--- src/rtl/vector_cache_pkg.sv ---
// Shared vector-cache types plus the east read-data collector's beat layout,
// FSM encoding and round-robin helper.
package vector_cache_pkg;

    localparam int VEC_EAST_COLL_DEPTH = 4;
    localparam int VEC_EAST_LANES      = 8;

    typedef logic [31:0] group_data_pld_t;
    typedef logic [5:0]  txnid_t;

    typedef struct packed {
        txnid_t          txnid;
        group_data_pld_t data;
    } east_rdata_beat_t;

    typedef enum logic {
        COLL_IDLE = 1'b0,
        COLL_HOLD = 1'b1
    } coll_state_t;

    function automatic logic [2:0] rr_next(input logic [2:0] lane);
        return (lane == 3'(VEC_EAST_LANES - 1)) ? 3'd0 : lane + 3'd1;
    endfunction

endpackage

--- src/rtl/vec_cache_lane_fifo.sv ---
// Single-lane beat FIFO: registered storage, combinational head read,
// pointers carry one extra wrap bit so cnt = wr - rd distinguishes full from empty.
module vec_cache_lane_fifo
    import vector_cache_pkg::*;
#(
    parameter  int FIFO_DEPTH = VEC_EAST_COLL_DEPTH,
    localparam int CNT_W      = $clog2(FIFO_DEPTH) + 1
) (
    input  logic             clk,
    input  logic             rst,
    input  logic             push_i,
    input  east_rdata_beat_t push_data_i,
    input  logic             pop_i,
    output east_rdata_beat_t pop_data_o,
    output logic [CNT_W-1:0] cnt_o,
    output logic             empty_o,
    output logic             full_o
);

    localparam int AW = $clog2(FIFO_DEPTH);

    east_rdata_beat_t mem_q [FIFO_DEPTH];
    logic [CNT_W-1:0] wr_ptr_q, wr_ptr_d;
    logic [CNT_W-1:0] rd_ptr_q, rd_ptr_d;
    logic             push_en, pop_en;

    assign cnt_o   = wr_ptr_q - rd_ptr_q;
    assign empty_o = (cnt_o == '0);
    assign full_o  = (cnt_o == CNT_W'(FIFO_DEPTH));

    // Full is judged on the pre-cycle count, so a pop cannot make room for a same-cycle push.
    assign push_en = push_i && !full_o;
    assign pop_en  = pop_i && !empty_o;

    always_comb begin
        wr_ptr_d = wr_ptr_q;
        rd_ptr_d = rd_ptr_q;
        if (push_en) wr_ptr_d = wr_ptr_q + 1'b1;
        if (pop_en)  rd_ptr_d = rd_ptr_q + 1'b1;
    end

    always_ff @(posedge clk or posedge rst) begin
        if (rst) begin
            wr_ptr_q <= '0;
            rd_ptr_q <= '0;
        end else begin
            wr_ptr_q <= wr_ptr_d;
            rd_ptr_q <= rd_ptr_d;
        end
    end

    always_ff @(posedge clk) begin
        if (push_en) mem_q[wr_ptr_q[AW-1:0]] <= push_data_i;
    end

    assign pop_data_o = mem_q[rd_ptr_q[AW-1:0]];

endmodule

--- src/rtl/vec_cache_east_rdata_collector.sv ---
// Buffers the eight east loop-back lanes and round-robin merges them onto one
// valid/ready return channel; lane overflow is flagged sticky, never stalled.
module vec_cache_east_rdata_collector
    import vector_cache_pkg::*;
#(
    parameter  int LANES      = VEC_EAST_LANES,
    parameter  int FIFO_DEPTH = VEC_EAST_COLL_DEPTH,
    localparam int CNT_W      = $clog2(FIFO_DEPTH) + 1
) (
    input  logic            clk,
    input  logic            rst,
    input  logic [LANES-1:0] in_vld,
    input  group_data_pld_t in_data  [LANES],
    input  txnid_t          in_txnid [LANES],
    output logic            out_vld,
    input  logic            out_rdy,
    output group_data_pld_t out_data,
    output txnid_t          out_txnid,
    output logic [2:0]      out_lane,
    output logic [LANES-1:0] ovf_err,
    output logic [LANES-1:0] lane_empty
);

    coll_state_t      state_q, state_d;
    logic [2:0]       rr_ptr_q, rr_ptr_d;
    logic [2:0]       grant_q, grant_d;
    logic [LANES-1:0] ovf_q, ovf_d;

    east_rdata_beat_t head   [LANES];
    logic [CNT_W-1:0] lane_cnt [LANES];
    logic [LANES-1:0] lane_full;
    logic [LANES-1:0] pop_vec;
    logic [2:0]       cand, scan_idx, sel;
    logic             any_pending, found;

    for (genvar i = 0; i < LANES; i++) begin : g_lane
        east_rdata_beat_t push_beat;
        assign push_beat.txnid = in_txnid[i];
        assign push_beat.data  = in_data[i];

        vec_cache_lane_fifo #(.FIFO_DEPTH(FIFO_DEPTH)) u_fifo (
            .clk         (clk),
            .rst         (rst),
            .push_i      (in_vld[i]),
            .push_data_i (push_beat),
            .pop_i       (pop_vec[i]),
            .pop_data_o  (head[i]),
            .cnt_o       (lane_cnt[i]),
            .empty_o     (lane_empty[i]),
            .full_o      (lane_full[i])
        );

        a_cnt_bound : assert property (@(posedge clk) disable iff (rst)
            lane_cnt[i] <= CNT_W'(FIFO_DEPTH));
    end

    assign any_pending = |(~lane_empty);

    // First non-empty lane scanning upward from rr_ptr, wrapping at LANES.
    always_comb begin
        cand     = rr_ptr_q;
        scan_idx = rr_ptr_q;
        found    = 1'b0;
        for (int k = 0; k < LANES; k++) begin
            scan_idx = 3'((int'(rr_ptr_q) + k) % LANES);
            if (!found && !lane_empty[scan_idx]) begin
                cand  = scan_idx;
                found = 1'b1;
            end
        end
    end

    always_comb begin
        state_d  = state_q;
        grant_d  = grant_q;
        rr_ptr_d = rr_ptr_q;
        sel      = grant_q;
        out_vld  = 1'b0;
        pop_vec  = '0;
        case (state_q)
            COLL_IDLE: begin
                sel     = cand;
                out_vld = any_pending;
                if (any_pending) begin
                    if (out_rdy) begin
                        pop_vec[cand] = 1'b1;
                        rr_ptr_d      = rr_next(cand);
                    end else begin
                        grant_d = cand;
                        state_d = COLL_HOLD;
                    end
                end
            end
            COLL_HOLD: begin
                sel     = grant_q;
                out_vld = 1'b1;
                if (out_rdy) begin
                    pop_vec[grant_q] = 1'b1;
                    rr_ptr_d         = rr_next(grant_q);
                    state_d          = COLL_IDLE;
                end
            end
            default: state_d = COLL_IDLE;
        endcase
    end

    assign ovf_d = ovf_q | (in_vld & lane_full);

    always_ff @(posedge clk or posedge rst) begin
        if (rst) begin
            state_q  <= COLL_IDLE;
            rr_ptr_q <= '0;
            grant_q  <= '0;
            ovf_q    <= '0;
        end else begin
            state_q  <= state_d;
            rr_ptr_q <= rr_ptr_d;
            grant_q  <= grant_d;
            ovf_q    <= ovf_d;
        end
    end

    assign out_data  = head[sel].data;
    assign out_txnid = head[sel].txnid;
    assign out_lane  = (state_q == COLL_IDLE && !any_pending) ? 3'd0 : sel;
    assign ovf_err   = ovf_q;

endmodule

--- config.mk ---
export PLATFORM = sky130hd
export DESIGN_NAME = vec_cache_east_rdata_collector
export DESIGN_NICKNAME = d
export VERILOG_FILES = /design/src/rtl/vector_cache_pkg.sv /design/src/rtl/vec_cache_lane_fifo.sv /design/src/rtl/vec_cache_east_rdata_collector.sv
export SDC_FILE = /design/constraint.sdc
export NUM_CORES = 1
export LEC_CHECK = 0
export CAP_MARGIN = 10
export CORE_MARGIN = 3
export CORE_UTILIZATION = 50
export DETAILED_ROUTE_END_ITERATION = 10
export GPL_ROUTABILITY_DRIVEN = 0
export PLACE_DENSITY_LB_ADDON = 0.25
export SYNTH_ARGS = -nofsm -noshare
export SYNTH_HDL_FRONTEND = slang
export SYNTH_SLANG_ARGS = --single-unit
--- constraint.sdc ---
create_clock -name clk -period 9.6 [get_ports clk]
set_input_delay 1.92 -clock clk [delete_from_list [all_inputs] [get_ports clk]]
set_output_delay 1.92 -clock clk [all_outputs]
set_load 0.01 [all_outputs]
==> results.md <==
* Status: complete, no violations
* P_leak at 21.8 nW
* Clock root buffer: clkbuf_16
* Area grow syn2layout at 17.7%
* First-pass GRT wire length at 226 mm
* Bufs on Longest Clock Path at 3
* Synth Net Count at 3383
* GRT Util Overall at 0.270
* Final Cycle Share at 0.967
* Hold_buf cts at 0
* Post-Syn Area at 55900 µm²
* Hold Path Class: register to register
* DR DRC count at 0
* Maxcap violations at 0
* Post-synth top area cell: edfxtp_1
* Reg clk slew, reported paths at 0.06 ns
* Pwr Density at 377 nW/µm²
* Post-synthesis sequential area ratio at 0.682
* Final min period at 9.29 ns
* Crit path launch: rr_ptr_q[0]$_DFFE_PP0P_
* Syn avg cell area at 18.6 µm²
* CTS tree: done
* Worst rel slew slack at 0.174
* Die width at 340 µm
* Worst-Margin Slew at 1.24 ns
* Final non-filler cell area at 65800 µm²
* Most numerous cell in the Yosys netlist: edfxtp_1
* Critical Path Sink Type: output port
* Number of synthesized flops with an enable pin at 1216
* IO Count at 373
* Post-DP Area at 61200 µm²
* Flops & latches, synth at 1279
* Dpl hpwl at 105 mm
* Worst-Skew Late Latency at 0.75 ns
* Starting density of the core at 0.504
* Fmax at 0.108 GHz
* Worst VDD drop at 0.311 mV
* Util after Layout at 0.593
* Syn Inst Count at 3007
* Worst setup margin at 0.312 ns
* Pin count of the biggest net entering global routing at 94
* Synth cell count leaders: edfxtp_1, mux4_2, mux2i_1
* Clk_skew at 0.0250 ns
* Nature of the critical path startpoint: register
* Full die area at 116000 µm²
* Yosys Warn Count at 0
* FILL cells at 8080
* Crit Path Class: register to output port
* Hold path start: ovf_err[2]$_DFF_PP0_
* Hold Slack at 0.470 ns
* Slew Limit Fails at 0
* Setup TNS at 0 ns
* H-tree levels at 4
* Initial antenna violation count at 25
* Clock sink count at 1279
* Vias per cell at 6.46
* Fraction of registers with async set/reset at 0.0493
* RSZ-0062 raised after global routing: false
* Final cell count without fillers at 4995
* Final Hold Vio Count at 0
* # placed instances at 4728
* Vias in the first global route at 32320
* Final setup violation count at 0
* Synth area leaders: edfxtp_1, mux4_2, mux2i_1
* I/O Buffers at 372
* GR Overflow Total at 0
* Worst-path fanout max at 93
* Yosys cell types at 74
* Ys flop type: edfxtp_1
* Chip height at 340 µm
* Placeable Area at 111000 µm²
* Post-synth top area share at 0.653
* Final Power at 24.8 mW
* Initial DRC count at 4438
* Site row count at 122
* Drt total wl at 157 mm
* Detail Route Antenna Nets at 0
* Cts bufs inserted at 135
* WP data arrival at 7.37 ns
* R2r startpoint: rr_ptr_q[0]$_DFFE_PP0P_
* Routed WL per cell at 31.4 µm
* CP required at 7.68 ns
* Final nets at 3756
* Layout cells sized above 1 at 0.198
* Worst Setup Slack post-DPL at 1.24 ns
* Via count at 32262
* DRT Pass-1 Iters at 6
critical path, cell delays in order (launching register included):
cell	delay, ns
dfrtp_4	1.02
inv_1	0.17
ha_1	0.81
nor3_1	0.18
a2111oi_0	0.66
nor3_1	0.22
a32oi_1	0.46
nor3_1	0.15
and2_1	0.22
a2111oi_4	0.42
buf_12	0.40
a221o_1	0.27
o22ai_1	0.08
a211oi_1	0.74
clkdlybuf4s50_1	0.69
sequential cells by signal, summed over array words and instances, names as in the netlist:
register and count:
g_lane.u_fifo.mem_q 1216, g_lane.u_fifo.rd_ptr_q 24, g_lane.u_fifo.wr_ptr_q 24, ovf_err 8, grant_q 3, rr_ptr_q 3, state_q 1
repair_timing:
action,in CTS,in global routing
setup buffers,0,3
resized for setup,0,0
setup endpoints to repair,0,19
metal layers:
layer | track usage | up-vias | wire [µm] | part of all wire
li1 | - | 13448 | - | -
met1 | 0.364 | 16754 | 59700 | 0.38
met2 | 0.422 | 1733 | 74900 | 0.48
met3 | 0.0723 | 313 | 16300 | 0.10
met4 | 0.108 | 14 | 6130 | 0.039
met5 | 0 | - | 94 | 0.00060
final timing paths:
| kind | cells past startpoint | to | slack [ns] |
|---|---|---|---|
| worst max-delay path | 14 | out_txnid[5] | 0.31 |
| worst min-delay path | 1 | ovf_err[2]$_DFF_PP0_ | 0.47 |
| worst max register to register | 13 | g_lane[5].u_fifo.rd_ptr_q[1]$_DFFE_PP0P_ | 3.64 |
| worst min register to register | 1 | ovf_err[2]$_DFF_PP0_ | 0.47 |
| max in group asynchronous | 3 | grant_q[0]$_DFFE_PP0P_ | 7.05 |
| min in group asynchronous | 3 | ovf_err[5]$_DFF_PP0_ | 1.75 |
power by group:
| group | total [mW] | switching (mW) | internal (mW) |
|---|---|---|---|
| clock | 5.19 | 2.17 | 3.03 |
| sequential | 8.05 | 0.458 | 7.59 |
| combinational | 11.5 | 7.06 | 4.47 |
cell families after synthesis:
group,Yosys count,share of synthesized area
flops,1279,0.682
mux,633,0.184
compound gates,482,0.0704
simple gates,248,0.0225
buf+inv,246,0.0184
fa+ha+maj,61,0.0137
xor+xnor,58,0.00990
layout by cell type (no fill, tap or decap), types with 25 or more instances in the layout:
master              n
clkbuf_16         138
edfxtp_1         1216
inv_1              37
o21ai_0            25
xor2_1             26
and2_2             29
xnor2_1            26
mux2i_1           309
clkinv_1           31
mux4_2            313
buf_4              59
a221oi_1           39
o22ai_1           170
clkbuf_1           27
nand2_1            42
a221o_1           115
clkdlybuf4s50_1   372
dfrtp_1            51
nor2_1             72
ha_1               61
layout make-up:
type,count,area (µm²),area share
timing repair buffer,438,4310,0.0655
clock inverter,82,867,0.0132
clock buffer,167,3580,0.0545
multi-input combinational,1482,16800,0.256
inverter,44,169,0.00257
tap,1488,1860,0.0283
sequential,1279,38100,0.580
antenna,15,37.5,0.000571
Note: power is estimated with default switching activity, not from simulation.
